==> src/rtl/lsosc_clkdiv.sv <==
// lsosc_clkdiv: warm-up sequenced 50%-duty clock divider with
// boundary-aligned divisor reload and glitch-free stop.
module lsosc_clkdiv #(
    parameter int              WARMUP  = 16,
    parameter int              DIVW    = 8,
    parameter logic [DIVW-1:0] DIV_RST = '0
) (
    input  logic            clkk_i,
    input  logic            rst_i,
    input  logic            en_i,
    input  logic            div_ld_i,
    input  logic [DIVW-1:0] div_val_i,
    output logic            div_ack_o,
    output logic            clkdiv_o,
    output logic            tick_o,
    output logic            lock_o
);
    localparam int WW = $clog2(WARMUP + 1);
    typedef enum logic [1:0] {IDLE, WARM, RUN} state_t;
    state_t state_q, state_d;
    logic [WW-1:0] wcnt_q, wcnt_d;
    logic [DIVW-1:0] hc_q, hc_d, divr_q, divr_d, pval_q, pval_d;
    logic pend_q, pend_d, clk_q, clk_d, tick_q, tick_d, ack_q, ack_d;
    logic run, wrap, bnd, wdone, apply;
    always_comb begin
        run = state_q == RUN;
        wrap = run && hc_q == divr_q;
        bnd = wrap && clk_q;
        wdone = wcnt_q == WW'(WARMUP - 1);
        // In RUN a new divisor only lands on the falling edge, so phases are never cut short
        apply = run ? bnd && (div_ld_i || pend_q) : div_ld_i;
        state_d = state_q == IDLE ? (en_i ? WARM : IDLE)
                : state_q == WARM ? (!en_i ? IDLE : wdone ? RUN : WARM)
                : (bnd && !en_i ? IDLE : RUN);
        wcnt_d = (state_q == WARM && en_i && !wdone) ? wcnt_q + 1'b1 : '0;
        hc_d = (run && !wrap) ? hc_q + 1'b1 : '0;
        clk_d = run && (clk_q ^ wrap);
        divr_d = apply ? (div_ld_i ? div_val_i : pval_q) : divr_q;
        pend_d = run && !bnd && (pend_q || div_ld_i);
        pval_d = (run && !bnd && div_ld_i) ? div_val_i : pval_q;
        ack_d = apply;
        tick_d = clk_d && !clk_q;
    end
    always_ff @(posedge clkk_i) begin
        if (rst_i) begin
            state_q <= IDLE;
            wcnt_q <= '0;
            hc_q <= '0;
            divr_q <= DIV_RST;
            pval_q <= '0;
            pend_q <= 1'b0;
            clk_q <= 1'b0;
            tick_q <= 1'b0;
            ack_q <= 1'b0;
        end else begin
            state_q <= state_d;
            wcnt_q <= wcnt_d;
            hc_q <= hc_d;
            divr_q <= divr_d;
            pval_q <= pval_d;
            pend_q <= pend_d;
            clk_q <= clk_d;
            tick_q <= tick_d;
            ack_q <= ack_d;
        end
    end
    assign div_ack_o = ack_q;
    assign clkdiv_o = clk_q;
    assign tick_o = tick_q;
    assign lock_o = state_q == RUN;
endmodule

==> config.mk <==
export PLATFORM = sky130hd
export DESIGN_NAME = lsosc_clkdiv
export DESIGN_NICKNAME = d
export VERILOG_FILES = /design/src/rtl/lsosc_clkdiv.sv
export SDC_FILE = /design/constraint.sdc
export NUM_CORES = 1
export LEC_CHECK = 0
export CAP_MARGIN = 30
export CORE_ASPECT_RATIO = 0.75
export CORE_MARGIN = 2
export CORE_UTILIZATION = 45
export CTS_BUF_LIST = sky130_fd_sc_hd__clkbuf_4 sky130_fd_sc_hd__clkbuf_8
export DETAILED_ROUTE_END_ITERATION = 7
export MAX_ROUTING_LAYER = met4
export PLACE_DENSITY = 0.63
export SLEW_MARGIN = 20
export SYNTH_ARGS = -nofsm -noshare
export SYNTH_HDL_FRONTEND = slang
export SYNTH_SLANG_ARGS = --single-unit
==> constraint.sdc <==
create_clock -name clkk_i -period 2.35 [get_ports clkk_i]
set_input_delay 0.235 -clock clkk_i [delete_from_list [all_inputs] [get_ports clkk_i]]
set_output_delay 0.235 -clock clkk_i [all_outputs]
set_load 0.05 [all_outputs]
==> impl_metrics.csv, run 1 <==
group,metric,value,unit
cells_and_area,n_antenna_cell,0,
critical_path,endpoint,"divr_q[6]$_SDFFE_PP0P_",
critical_path,worstSetupStartpoint,"hc_q[4]$_SDFF_PP0_",
synth,synth_xor_xnor_area_share,0.0704,
power,pwr-share-seq,0.506,
floorplanning,die_h,55.9,um
synth,synth_most_common_cell,"dfxtp_1",
synth,yosysWarningCount,0,
clock_tree,cts_max_level,2,
clock_tree,cts_buffers,5,
critical_path,path_depth,7,
drt,drt-initial-drc-count,52,
cells_and_area,final_core_util,0.586,
synth,netlist_instances,158,
drt,vias_per_cell,5.40,
critical_path,cpPeakStageDelay,420,ps
timing,setup_violations,0,
power,p_clk_frac,0.405,
clock_tree,cts_tree,"done",
power,p_sw_frac,0.229,
critical_path,worst_setup_path_start_kind,"register",
timing,slew_headroom,0.669,
synth,synth_area,0.00162,mm^2
critical_path,cp_max_fo,9,
critical_path,reg2reg_slack,220,ps
timing,fin_tns_setup,0,ps
synth,syn-num-nets,174,
timing,fmax,470,MHz
synth,synth_top_family_by_area,"simple AND/OR/NAND/NOR gates",
synth,ys_types,34,
clock_tree,cts_sinks,35,
synth,synthMuxAreaShare,0.0495,
drt,dr.pass1.iters,4,
timing,min_period,2130,ps
floorplanning,io_pins,16,
clock_tree,cts_buffer_depth,2,
synth,synth_top_area_cell,"dfxtp_1",
timing,hold_viol,0,
critical_path,cp.arrival,2310,ps
power,peakVddDrop,309,uV
power,switchingPower,278,uW
critical_path,cp.required,2530,ps
hold_path,hp-class,"reg2reg",
synth,synth_ff_type,"dfxtp_1",
floorplanning,fp.dieArea,0.00409,mm^2
drt,final_antenna_net_count,0,
drt,vias,1204,
clock_tree,cts.hold.buffers_added,0,
cells_and_area,fin_cells,223,
timing,rsz0062_at_grt,"no",
global_routing,antenna_found_initial,0,
timing,final.setup_skew,4.68,ps
synth,synth_top_cell_area_share,0.433,
global_routing,grt_max_degree,19,
synth,synthSimpleGateAreaFrac,0.220,
critical_path,critPathTopFamily,"compound AO/OA/AOI/OAI gates",
synth,synth_fa_ha_area_frac,0.0310,
critical_path,r2r-start,"hc_q[4]$_SDFF_PP0_",
synth,synth_async_sr_flop_share,0,
drt,wire_per_inst,13.8,um
status,outcome,"finished, final reports clean",
timing,worst_pin_slew,494,ps
global_routing,grt_pass1_vias,1128,
global_routing,overflow,0,
drt,routed_wl,3090,um
drt,drc,0,
run,cap_violations,0,
cells_and_area,nNetsFinal,198,
clock_tree,root_buffer,"clkbuf_8",
synth,ys_top_cells_by_count,"35 x dfxtp_1, 16 x nor2_1, 13 x inv_1, 11 x xor2_1, 10 x nor3_1",
clock_tree,clock_latency,290,ps
synth,synth_area_per_cell,10.2,um^2
placement,place_ws,94.3,ps
timing,fin_crit_sh,0.905,
critical_path,crit_slowest_cell,"dfxtp_1",
power,leakagePower,0.000707,uW
critical_path,crit_type,"reg2reg",
power,p_comb_frac,0.089,
timing,final-max-slew-violation-count,0,
synth,synth_compound_area_frac,0.149,
floorplanning,fp.coreArea,0.00336,mm^2
timing,setup_slack,223,ps
synth,ys_ff_latch,35,
synth,synth.area.top_cells,"dfxtp_1 43%, a2111oi_2 7.4%, xor2_1 6.0%",
floorplanning,start_util,0.482,
floorplanning,rows,18,
clock_tree,cts.clk_slew.worst_paths,70,ps
floorplanning,die_w,73.2,um
placement,place.gp.congestion,0.800,
timing,whs,470,ps
power,intPower,938,uW
cells_and_area,drive_gt1_frac,0.191,
global_routing,grt_util_all_layers,0.172,
critical_path,ff2ff_path_depth,7,
cells_and_area,area_growth,21.7,%
power,powerDensity,618,mW/mm^2
critical_path,path_buf_inv,0,
placement,dp.cells,214,
synth,synth_edf_count,0,
placement,dpl.hpwl,2210,um
critical_path,reg2reg_to,"divr_q[6]$_SDFFE_PP0P_",
global_routing,grt_pass1_wl,5240,um
synth,ys_seq_area_frac,0.433,
placement,port_buffers,15,
critical_path,worst_setup_path_end_kind,"register",
critical_path,path_cells,"xor2_1, nor4_4, and3_1, ha_2, nor3b_2, o21bai_4, a2111oi_2",
-- worst register-to-register path: stages (launching register included) --
cell and delay, ps:
dfxtp_1 420, xor2_1 130, nor4_4 300, and3_1 200, ha_2 240, nor3b_2 80, o21bai_4 260, a2111oi_2 400
-- per-stage QoR --
stage          cell area (um^2)  power, uW
3_5_place_dp               1850        738
3_3_place_gp               1850        735
4_1_cts                    1960       1230
2_1_floorplan              1620        693
5_1_grt                    1970       1260
6_report                   1970       1220
-- registers in the layout (all words and copies together) (netlist names) --
| register | flops |
|---|---|
| pval_q | 8 |
| divr_q | 8 |
| div_ack_o | 1 |
| tick_o | 1 |
| clkdiv_o | 1 |
| wcnt_q | 5 |
| hc_q | 8 |
| state_q | 2 |
| pend_q | 1 |
-- layout make-up --
cell class | instances | area (um^2)
inverters | 13 | 48.8
multi-input cells | 104 | 852
repair buffers | 23 | 210
well taps | 40 | 50.0
flip-flops and latches | 35 | 702
clock buffers | 8 | 104
fillers | 286 | 1390
-- logic make-up after synthesis --
kind of cell	Yosys count
flops	35
compound gates	23
simple gates	56
fa+ha+maj	4
mux	8
xor+xnor	13
buf+inv	19
-- how the worst min path moves through the flow --
| stage | slack, ps | depth (start not counted) | from | end |
|---|---|---|---|---|
| after global placement | 430 | 1 | wcnt_q[0]$_SDFF_PP0_ | wcnt_q[0]$_SDFF_PP0_ |
| after CTS | 470 | 1 | clkdiv_o$_SDFF_PP0_ | tick_o$_SDFF_PP0_ |
| after detailed placement | 460 | 1 | wcnt_q[0]$_SDFF_PP0_ | wcnt_q[0]$_SDFF_PP0_ |
| final | 470 | 1 | wcnt_q[0]$_SDFF_PP0_ | wcnt_q[0]$_SDFF_PP0_ |
| after floorplan | 380 | 2 | div_val_i[0] | pval_q[0]$_SDFFE_PP0P_ |
| after global routing | 480 | 1 | wcnt_q[0]$_SDFF_PP0_ | wcnt_q[0]$_SDFF_PP0_ |
-- power groups by stage --
stage	sequential, uW	combinational, uW	clock, uW
2_1_floorplan	629	64.7	0
3_3_place_gp	628	107	0
3_5_place_dp	629	109	0
4_1_cts	615	109	503
5_1_grt	616	119	528
6_report	615	108	493
-- layer usage --
metal / up-vias / global-route usage / share of wire
met2: 20 / 0.239 / 0.43
li1: 611 / - / -
met5: - / - / 0
met4: 0 / 0.0714 / 0.018
met1: 566 / 0.233 / 0.51
met3: 7 / 0.0489 / 0.038
-- timing repair --
item	in CTS	in global routing
resized for setup	0	2
setup buffers	0	1
setup endpoints to repair	0	8
-- placed cells by master (no fill, tap or decap), drive strengths merged, types with 2 or more instances in the layout --
cell,netlist,routed
a2111oi,8,8
a211oi,5,5
a21oi,2,2
a221oi,3,3
and3,2,2
buf,2,8
clkbuf,4,8
clkdlybuf4s50,0,15
dfxtp,35,35
ha,4,4
inv,13,13
mux2i,8,8
nand2,3,3
nand3,4,4
nor2,16,16
nor3,10,10
nor3b,9,9
nor4,2,2
o21ai,3,3
or3,2,2
or3b,2,2
xnor2,2,2
xor2,11,11
Power figures use the tool's default switching activity.
==> run 2, diff against run 1 <==
- CORE_MARGIN: 2 -> 1
==> impl_metrics.csv, run 2 (same netlist as run 1, synthesis figures left out) <==
group,metric,value,unit
global_routing,grt_max_degree,19,
power,p_clk_frac,0.376,
drt,wire_per_inst,14.5,um
clock_tree,cts_buffer_depth,2,
clock_tree,cts_max_level,2,
floorplanning,start_util,0.482,
placement,port_buffers,15,
cells_and_area,area_growth,21.5,%
timing,setup_violations,0,
placement,dpl.hpwl,2400,um
clock_tree,clock_latency,280,ps
timing,worst_pin_slew,487,ps
cells_and_area,nFillCells,276,
critical_path,worst_setup_path_start_kind,"register",
clock_tree,cts_buffers,5,
power,p_comb_frac,0.094,
power,switchingPower,271,uW
critical_path,cp_max_fo,9,
critical_path,cp.arrival,2330,ps
clock_tree,cts_tree,"done",
global_routing,overflow,0,
drt,drt-initial-drc-count,92,
cells_and_area,final_common_cell,"dfxtp_1",
drt,vias_per_cell,5.42,
timing,fin_tns_setup,0,ps
clock_tree,cts.hold.buffers_added,0,
timing,final-max-slew-violation-count,0,
cells_and_area,n_antenna_cell,0,
clock_tree,cts_sinks,35,
drt,drc,1,
cells_and_area,drive_gt1_frac,0.190,
floorplanning,die_h,53.9,um
floorplanning,fp.coreArea,0.00336,mm^2
power,leakagePower,0.000705,uW
power,total_power,1160,uW
global_routing,antenna_found_initial,0,
timing,fin_crit_sh,0.917,
placement,place.gp.congestion,0.748,
global_routing,grt_pass1_wl,5560,um
power,pwr-share-seq,0.530,
floorplanning,fp.dieArea,0.00384,mm^2
power,powerDensity,591,mW/mm^2
clock_tree,cts.clk_slew.worst_paths,70,ps
critical_path,cp.required,2520,ps
power,peakVddDrop,396,uV
drt,dr.pass1.iters,6,
status,violations,"design-rule violations",
status,outcome,"finished, violations left",
critical_path,worst_setup_path_end_kind,"register",
timing,final.setup_skew,4.60,ps
timing,min_period,2160,ps
cells_and_area,nNetsFinal,199,
global_routing,grt_util_all_layers,0.198,
cells_and_area,mostFrequentLayoutCells,"35 x dfxtp_1, 16 x nor2_1, 15 x clkdlybuf4s50_1",
timing,hold_viol,0,
floorplanning,io_pins,16,
cells_and_area,reg.largest.list,"divr_q x8, hc_q x8, pval_q x8",
power,intPower,890,uW
timing,slew_headroom,0.674,
floorplanning,rows,18,
drt,routed_wl,3250,um
drt,vias,1214,
drt,final_antenna_net_count,0,
run,cap_violations,0,
floorplanning,die_w,71.2,um
critical_path,crit_type,"reg2reg",
critical_path,reg2reg_slack,190,ps
clock_tree,root_buffer,"clkbuf_8",
global_routing,grt_pass1_vias,1187,
power,p_sw_frac,0.234,
timing,fmax,464,MHz
hold_path,hp-class,"reg2reg",
timing,rsz0062_at_grt,"no",
==> run 2: cell count changes in the layout (fill, tap and decap cells not counted), sizes merged <==
cell / before / now
clkinv: 0 / 1
clkbuf: 8 / 7
buf: 8 / 9
==> run 2: worst max-delay path, stage by stage (launching register included) <==
cell	delay [ps]
dfxtp_1	440
xor2_1	140
nor4_4	310
and3_1	200
ha_2	250
nor3b_4	70
o21bai_4	260
a2111oi_2	380
==> run 2: area by class of cell <==
class | count | area [um^2] | area share
clock buffers | 7 | 83.8 | 0.0427
clock inverters | 1 | 5.00 | 0.00255
inverters | 13 | 48.8 | 0.0248
multi-input cells | 104 | 858 | 0.437
flip-flops and latches | 35 | 701 | 0.357
well taps | 40 | 50.0 | 0.0255
repair buffers | 24 | 218 | 0.111
==> run 2: final timing paths <==
path,from,end,cells after the start
max,hc_q[2]$_SDFF_PP0_,divr_q[5]$_SDFFE_PP0P_,7
max reg2reg,hc_q[2]$_SDFF_PP0_,divr_q[5]$_SDFFE_PP0P_,7
min reg2reg,wcnt_q[0]$_SDFF_PP0_,wcnt_q[0]$_SDFF_PP0_,1
min,wcnt_q[0]$_SDFF_PP0_,wcnt_q[0]$_SDFF_PP0_,1
==> run 2: per-layer routing <==
layer	share of wire	vias up	global-route usage
met5	0	-	-
met4	0.0099	0	0.0500
met3	0.030	5	0.0506
met2	0.45	19	0.327
met1	0.51	577	0.247
li1	-	613	-
==> run 2: metrics by stage <==
step / utilization / area (um^2) / setup slack, ps / cells / hold WS (ps)
after CTS: 0.581 / 1950 / 59.0 / 223 / 468
final: 0.585 / 1960 / 194 / 224 / 459
after global placement: 0.554 / 1860 / 97.3 / 215 / 425
after global routing: 0.585 / 1960 / 53.2 / 224 / 499
after detailed placement: 0.554 / 1860 / 85.0 / 215 / 452
after floorplan: - / 1620 / 173 / 158 / 382
==> run 2: power by group through the flow <==
stage,Combinational (uW),Clock (uW),Sequential (uW)
after CTS,110,442,615
final,109,436,616
after floorplan,64.7,0,629
after global routing,119,476,617
after global placement,107,0,628
after detailed placement,109,0,629
==> run 2: repair_timing <==
action                                  4_1_cts  5_1_grt
buffers inserted                              0        1
gates resized for setup                       0        2
endpoints found under the setup margin        0        8
==> run 3, diff against run 2 <==
- CORE_UTILIZATION: 45 -> 55
- PLACE_DENSITY: 0.63 -> 0.75
==> impl_metrics.csv, run 3 (same netlist as run 1, synthesis figures left out) <==
group,metric,value,unit
status,outcome,"finished, final reports clean",
drt,vias,1216,
floorplanning,rows,16,
clock_tree,clock_latency,280,ps
drt,vias_per_cell,5.63,
clock_tree,cts.clk_slew.worst_paths,60,ps
drt,final_antenna_net_count,0,
floorplanning,die_w,64.6,um
timing,setup_violations,0,
timing,fin_tns_setup,0,ps
critical_path,worst_setup_path_start_kind,"register",
floorplanning,io_pins,16,
global_routing,grt_pass1_vias,1185,
power,leakagePower,0.000690,uW
clock_tree,cts.hold.buffers_added,0,
drt,dr.pass1.iters,4,
clock_tree,cts_buffer_depth,2,
hold_path,holdPathStages,1,
power,powerDensity,582,mW/mm^2
drt,drc,0,
placement,place_ws,160,ps
critical_path,worst_setup_path_end_kind,"register",
critical_path,cp_max_fo,9,
global_routing,antenna_found_initial,0,
clock_tree,cts_tree,"done",
timing,worst_pin_slew,492,ps
power,peakVddDrop,375,uV
cells_and_area,reg.largest.list,"divr_q x8, hc_q x8, pval_q x8",
cells_and_area,drive_gt1_frac,0.167,
critical_path,cp.required,2520,ps
cells_and_area,n_antenna_cell,0,
timing,min_period,2180,ps
critical_path,crit_type,"reg2reg",
placement,place.gp.congestion,0.847,
global_routing,grt_util_all_layers,0.232,
cells_and_area,final_common_cell,"dfxtp_1",
drt,drt-initial-drc-count,72,
floorplanning,start_util,0.598,
clock_tree,cts_max_level,2,
placement,dpl.hpwl,2200,um
clock_tree,ctsResizeCount,0,
timing,final-max-slew-violation-count,0,
hold_path,hp-class,"reg2reg",
timing,slew_headroom,0.671,
critical_path,crit_slowest_cell,"dfxtp_1",
timing,rsz0062_at_grt,"no",
clock_tree,root_buffer,"clkbuf_8",
timing,setup_slack,174,ps
critical_path,cpPeakStageDelay,430,ps
timing,fmax,459,MHz
cells_and_area,area_growth,19.0,%
global_routing,grt_pass1_wl,5330,um
drt,routed_wl,3120,um
critical_path,ff2ff_path_depth,7,
drt,wire_per_inst,14.4,um
floorplanning,fp.dieArea,0.00316,mm^2
timing,fin_crit_sh,0.926,
timing,final.setup_skew,7.56,ps
critical_path,path_cells,"xor2_1, nor4_4, and3_1, ha_1, nor3b_2, o21bai_4, a2111oi_2",
clock_tree,cts_sinks,35,
clock_tree,cts_buffers,5,
critical_path,cp.arrival,2350,ps
cells_and_area,nNetsFinal,197,
run,cap_violations,0,
floorplanning,die_h,49.0,um
placement,port_buffers,15,
global_routing,grt_max_degree,19,
cells_and_area,mostFrequentLayoutCells,"35 x dfxtp_1, 16 x nor2_1, 15 x clkdlybuf4s50_1",
floorplanning,fp.coreArea,0.00270,mm^2
global_routing,overflow,0,
timing,hold_viol,0,
==> run 3: changes by cell type in the layout (fill, tap and decap cells not counted), sizes merged <==
cell and change:
clkbuf -1, clkinv -1, buf -2
==> run 3: worst max-delay path, delay by kind of cell, from the launching register on <==
kind	cells	cell delay (ps)
adders and majority gates	1	270
DFF	1	430
and+or+nand+nor	3	590
xor gates and xnor gates	1	140
AOI/OAI and AO/OA	2	640
==> run 3: area by class of cell <==
class                   count  area [um^2]
multi-input cells         104          850
flip-flops and latches     35          701
clock buffers               6         76.3
repair buffers             22          203
well taps                  36         45.0
inverters                  13         48.8
fillers                   203          779
==> run 3: metal layers <==
layer,routed length [um],part of all wire,track usage,vias to the layer above
met1,1550,0.50,0.293,571
met5,0,0,-,-
met4,42,0.013,0.100,0
met2,1390,0.45,0.353,31
met3,141,0.045,0.0561,6
li1,-,-,-,608
==> run 3: power breakdown <==
| part | internal, uW | switching [uW] | leakage [uW] | total, uW |
|---|---|---|---|---|
| sequential | 605 | 10.2 | 0.000285 | 615 |
| clock | 209 | 186 | 0.0000406 | 395 |
| combinational | 53.9 | 54.9 | 0.000365 | 109 |
| total | 868 | 251 | 0.000690 | 1120 |
==> run 3: worst paths after layout <==
path / from / to / slack [ps]
hold reg to reg: wcnt_q[0]$_SDFF_PP0_ / wcnt_q[0]$_SDFF_PP0_ / 450
setup / recovery: hc_q[2]$_SDFF_PP0_ / divr_q[3]$_SDFFE_PP0P_ / 170
hold / removal: wcnt_q[0]$_SDFF_PP0_ / wcnt_q[0]$_SDFF_PP0_ / 450
setup reg to reg: hc_q[2]$_SDFF_PP0_ / divr_q[3]$_SDFFE_PP0P_ / 170
==> run 3: per-stage QoR <==
| stage | utilization | hold WS (ps) | area [um^2] | power, uW | cells |
|---|---|---|---|---|---|
| finish | 0.712 | 453 | 1920 | 1120 | 216 |
| global route | 0.712 | 470 | 1920 | 1160 | 216 |
| floorplan | - | 382 | 1620 | 693 | 158 |
| CTS | 0.709 | 458 | 1920 | 1120 | 215 |
| global placement | 0.681 | 427 | 1840 | 733 | 209 |
| detailed placement | 0.681 | 445 | 1840 | 737 | 209 |
==> run 3: repair_timing <==
item,in CTS,in global routing
buffers inserted,0,1
endpoints found under the setup margin,0,5
endpoints found under the hold margin,0,0
==> patch 1, RTL diff (config.mk and constraints of run 2) <==
Register the inputs `div_ld_i` and `div_val_i` before use. The logic sees them one clock later. The other inputs are not delayed to match.
--- a/src/rtl/lsosc_clkdiv.sv
+++ b/src/rtl/lsosc_clkdiv.sv
@@ -17,6 +17,15 @@
 );
     localparam int WW = $clog2(WARMUP + 1);
     typedef enum logic [1:0] {IDLE, WARM, RUN} state_t;
+
+    logic div_ld_q;
+    logic [DIVW-1:0] div_val_q;
+
+    always_ff @(posedge clkk_i) begin
+        div_ld_q  <= div_ld_i;
+        div_val_q <= div_val_i;
+    end
+
     state_t state_q, state_d;
     logic [WW-1:0] wcnt_q, wcnt_d;
     logic [DIVW-1:0] hc_q, hc_d, divr_q, divr_d, pval_q, pval_d;
@@ -28,16 +37,16 @@
         bnd = wrap && clk_q;
         wdone = wcnt_q == WW'(WARMUP - 1);
         // In RUN a new divisor only lands on the falling edge, so phases are never cut short
-        apply = run ? bnd && (div_ld_i || pend_q) : div_ld_i;
+        apply = run ? bnd && (div_ld_q || pend_q) : div_ld_q;
         state_d = state_q == IDLE ? (en_i ? WARM : IDLE)
                 : state_q == WARM ? (!en_i ? IDLE : wdone ? RUN : WARM)
                 : (bnd && !en_i ? IDLE : RUN);
         wcnt_d = (state_q == WARM && en_i && !wdone) ? wcnt_q + 1'b1 : '0;
         hc_d = (run && !wrap) ? hc_q + 1'b1 : '0;
         clk_d = run && (clk_q ^ wrap);
-        divr_d = apply ? (div_ld_i ? div_val_i : pval_q) : divr_q;
-        pend_d = run && !bnd && (pend_q || div_ld_i);
-        pval_d = (run && !bnd && div_ld_i) ? div_val_i : pval_q;
+        divr_d = apply ? (div_ld_q ? div_val_q : pval_q) : divr_q;
+        pend_d = run && !bnd && (pend_q || div_ld_q);
+        pval_d = (run && !bnd && div_ld_q) ? div_val_q : pval_q;
         ack_d = apply;
         tick_d = clk_d && !clk_q;
     end
Behaviour: not the same (Yosys sat finds a counterexample within 4 cycles, from zero or initial values and one cycle with rst_i high).
==> patch 1 against run 2 <==
  * Clock skew about the same
  * Total power increased by 26%
  * Sequential power grew 26%
  * Worst setup slack worse by 0.035 ns
  * Maximum frequency fell by 1.6%
  * Sequential share of layout area rose by 4.5 points
  * Wire length increased by 5.8%
  * Global-route usage decreased by 0.93 points
  * Cell area increased by 12%
  * Critical path depth unchanged
  * Count of clock-buffer cells in the layout down 2
  * Synthesized area rose by 13%
  * Non-clock buffer count unchanged
  * Sequential cell count up 9
  * Largest cell class is now flip-flops and latches
  * Largest power group unchanged
==> patch 1: results (changes against run 2) <==
- Unique masters post-synth: 33 (-2.9%)
- Final nets: 210 (+5.5%)
- DP HPWL: 2440 um (+1.4%)
- DP Area: 2080 um2 (+12%)
- Hold Path Class: in -> reg
- Max incr delay on CP: 0.46 ns (+0.02 ns)
- Vias in the first global route: 1223 (+3.0%)
- XOR/XNOR Fraction of Synth Area: 0.0626 (-0.00785)
- Multi-input logic area: 863 um2 (+0.58%)
- Gpl congestion: 0.816 (+9.1%)
- Worst skew pair latency: 0.30 ns (+0.02 ns)
- Post-synth top cells: dfxtp_1, inv_1, nor2_1, xor2_1, nor3_1
- Status: finished clean
- Post-Synthesis Cells: 170 (+7.6%)
- Fillers: 358 (+30%)
- Total number of vias: 1281 (+5.5%)
- Share of cells above drive strength 1: 0.195 (+0.00465)
- Placed cells: 239 (+11%)
- Post-CTS setup buffer count: 0 (unchanged)
- Peak supply drop: 0.000536 V (+35%)
- Vias per Instance: 5.19 (-4.3%)
- Worst Skew: 0.00484 ns (+0.000238 ns)
- Place WS: 0.122 ns (+0.0372 ns)
- Worst path arrival time: 2.39 ns (+0.06 ns)
- Switching portion of total power: 0.225 (-0.00839)
- First-pass GRT wire length: 5640 um (+1.4%)
- DRT Pass-1 Iters: 4 (-2)
- Wire per inst: 13.9 um (-4.1%)
- Synth area leaders: dfxtp_1, a2111oi_2, xor2_1, mux2i_1, nor3b_1
- Largest net degree at the start of global routing: 20 (+1)
- DR iter-0 viols: 24 (-74%)
- Synthesized Nets: 186 (+6.9%)
- Post-synthesis adder-cell area fraction: 0.0275 (-0.00345)
- Worst-Margin Slew: 0.498 ns (+0.0104 ns)
- Synth Area in Compound Gates: 0.128 (-0.0215)
- Total GRT Usage: 0.189 (-0.00934)
- Mux cell area share after synthesis: 0.0440 (-0.00552)
- Pleak: 0.785 nW (+11%)
[patch 1: layer usage]
metal	global-route usage	routed length [um]	vias to the layer above
li1	-	-	650
met1	0.234	1650	596
met2	0.270	1580	28
met3	0.0848	131	7
met4	0.0688	68	0
met5	-	0	-
[patch 1: timing repair]
| action | CTS | global route |
|---|---|---|
| resized for setup | 0 | 1 |
| hold buffers | 0 | 0 |
| setup endpoints to repair | 0 | 5 |
[patch 1: final cells by class]
cell class	instances	area share
clock buffers	5	0.0314
clock inverters	3	0.0194
inverters	14	0.0240
multi-input cells	105	0.394
flip-flops and latches	44	0.402
well taps	52	0.0297
repair buffers	24	0.0994
[patch 1: power by group through the flow]
| stage | Clock [mW] | Combinational, mW | Sequential (mW) |
|---|---|---|---|
| after floorplan | 0 | 0.0657 | 0.796 |
| after global placement | 0 | 0.104 | 0.796 |
| after detailed placement | 0 | 0.107 | 0.797 |
| after CTS | 0.594 | 0.107 | 0.780 |
| after global routing | 0.628 | 0.114 | 0.782 |
| final | 0.578 | 0.107 | 0.779 |
[patch 1: cells by family (layout without fill, tap and decap cells)]
logic type | count (synthesis) | in the layout
muxes | 8 | 8
xor gates and xnor gates | 13 | 13
buffers and inverters | 21 | 46
AOI/OAI and AO/OA | 23 | 23
and+or+nand+nor | 57 | 57
adders and majority gates | 4 | 4
DFF | 44 | 44
[patch 1: final timing paths]
kind | startpoint | end | slack [ns] | depth (start not counted)
worst min-delay path | div_val_i[2] | div_val_q[2] | 0.37 | 1
worst max-delay path | hc_q[1] | divr_q[6] | 0.16 | 7
worst max register to register | hc_q[1] | divr_q[6] | 0.16 | 7
worst min register to register | wcnt_q[0] | wcnt_q[0] | 0.46 | 1
==> patch 2, RTL diff (flow settings as in run 2) <==
Without the edit above. `WARMUP`: 16 -> 8.
--- a/src/rtl/lsosc_clkdiv.sv
+++ b/src/rtl/lsosc_clkdiv.sv
@@ -1,7 +1,7 @@
 // lsosc_clkdiv: warm-up sequenced 50%-duty clock divider with
 // boundary-aligned divisor reload and glitch-free stop.
 module lsosc_clkdiv #(
-    parameter int              WARMUP  = 16,
+    parameter int              WARMUP  = 8,
     parameter int              DIVW    = 8,
     parameter logic [DIVW-1:0] DIV_RST = '0
 ) (
Check against the original RTL: not equivalent (Yosys sat finds a counterexample within 10 cycles, from zero or initial values and one cycle with rst_i high).
==> patch 2 against run 2 <==
  * Cell area decreased by 0.96%
  * Sequential power decreased by 3%
  * Core utilization decreased by 0.95 points
  * Largest cell class unchanged
  * Synthesized area increased by 0.77%
  * Critical endpoint is now pval_q[4]
  * Largest power group unchanged
  * Worst setup slack got worse by 0.021 ns
  * Wire length decreased by 3.4%
  * Final cell count decreased by 0.89%
  * Sequential share of layout area decreased by 0.69 points
  * Clock power decreased by 3%
  * Total power decreased by 2.6%
  * Sequential cell count decreased by 1
  * First-iteration DRC count decreased by 46%
  * Synthesized cell count unchanged
==> patch 2: results (changes against run 2) <==
- Pleak: 0.714 nW (+1.4%)
- # port buffers: 15 (unchanged)
- Met3 Resource Use GR: 0.0506 (unchanged)
- Largest net degree at the start of global routing: 19 (unchanged)
- First-pass GRT wire length: 5330 um (-4.2%)
- Metal-1 WL: 1650 um (-1.1%)
- Delay-heaviest family, CP: simple AND/OR/NAND/NOR gates
- Crit-path slowest cell: and4bb_2
- CP endpoint: pval_q[4]
- Place WS: 0.106 ns (+0.0214 ns)
- XOR/XNOR Fraction of Synth Area: 0.0745 (+0.00407)
- Max H-tree Level: 2 (unchanged)
- Worst Hold Slack: 0.450 ns (-0.00915 ns)
- Peak supply drop: 0.000345 V (-13%)
- DR iter-0 viols: 50 (-46%)
- GRT met1 Usage: 0.245 (-0.00199)
- DP HPWL: 2310 um (-3.8%)
- Total CTS buffers: 5 (unchanged)
- Routed length on met2: 1320 um (-8.9%)
- Status: finished clean
- Max incr delay on CP: 0.54 ns (+0.10 ns)
- Vias per Instance: 5.41 (-0.18%)
- Wire per inst: 14.1 um (-2.5%)
- Share of cells above drive strength 1: 0.181 (-0.00890)
- Gpl congestion: 0.814 (+8.8%)
- Synth Area in Compound Gates: 0.152 (+0.00269)
- Fin crit period: 2.18 ns (+0.0206 ns)
- Met2 Use GR: 0.297 (-0.0302)
- Unique masters post-synth: 36 (+5.9%)
- Synthesized Nets: 173 (-0.57%)
- Worst setup path startpoint: hc_q[3]
- R2R depth: 7 (unchanged)
- Post-synthesis adder-cell area fraction: 0.0230 (-0.00792)
- Worst path arrival time: 2.35 ns (+0.02 ns)
- Final nets: 197 (-1.0%)
- Total length of routed wires: 3140 um (-3.4%)
- Worst Path Max Fanout: 8 (-1)
- Post-synth top cells: dfxtp_1, nor2_1, inv_1, xor2_1, nor3_1
- Met3 Wirelength: 111 um (+16%)
- Mux cell area share after synthesis: 0.0492 (-0.000380)
- Vias in the first global route: 1166 (-1.8%)
- Synth area leaders: dfxtp_1, a2111oi_2, xor2_1, mux2i_1, nor3b_1
- Most used flip-flop cell after synthesis: dfxtp_1
- Diodes inserted: 0 (unchanged)
- R2r setup slk: 0.17 ns (-0.02 ns)
- Hold Path End: wcnt_q[0]
- Worst-Margin Slew: 0.492 ns (+0.00440 ns)
- Worst Skew: 0.00389 ns (-0.000710 ns)
- Sequential fraction of the synthesis area: 0.418 (-0.0156)
- Hold path start: wcnt_q[0]
- Fraction of registers with async set/reset: 0 (unchanged)
- Total GRT Usage: 0.194 (-0.00417)
- DRT Pass-1 Iters: 4 (-2)
- DP Area: 1850 um2 (-0.54%)
- Placed cells: 214 (-0.47%)
-- patch 2: changes by cell type after synthesis, moves of 2 or more --
cell / before / now
clkbuf_1: 3 / 1
or3b_1: 2 / 0
nor2_1: 16 / 14
nand3_1: 3 / 5
-- patch 2: cells by family after synthesis --
group	after synthesis
buffers and inverters	20
AND/OR/NAND/NOR	57
XOR/XNOR	13
AO/OA/AOI/OAI	23
multiplexers	8
adder cells (fa/ha/maj)	3
flip-flops	34
-- patch 2: repair_timing --
action,4_1_cts,5_1_grt
setup endpoints to repair,0,8
setup buffers,0,1
gates resized for setup,0,1
-- patch 2: cell type report --
cell class | count | area (um2)
repair buffers | 24 | 218
multi-input cells | 104 | 865
clock buffers | 7 | 83.8
fillers | 298 | 1430
inverters | 13 | 48.8
well taps | 40 | 50.0
flip-flops and latches | 34 | 681
-- patch 2: where the power goes --
part | switching [mW] | total (mW) | internal (mW)
registers | 0.0101 | 0.598 | 0.588
logic | 0.0562 | 0.111 | 0.0550
clock network | 0.194 | 0.421 | 0.227
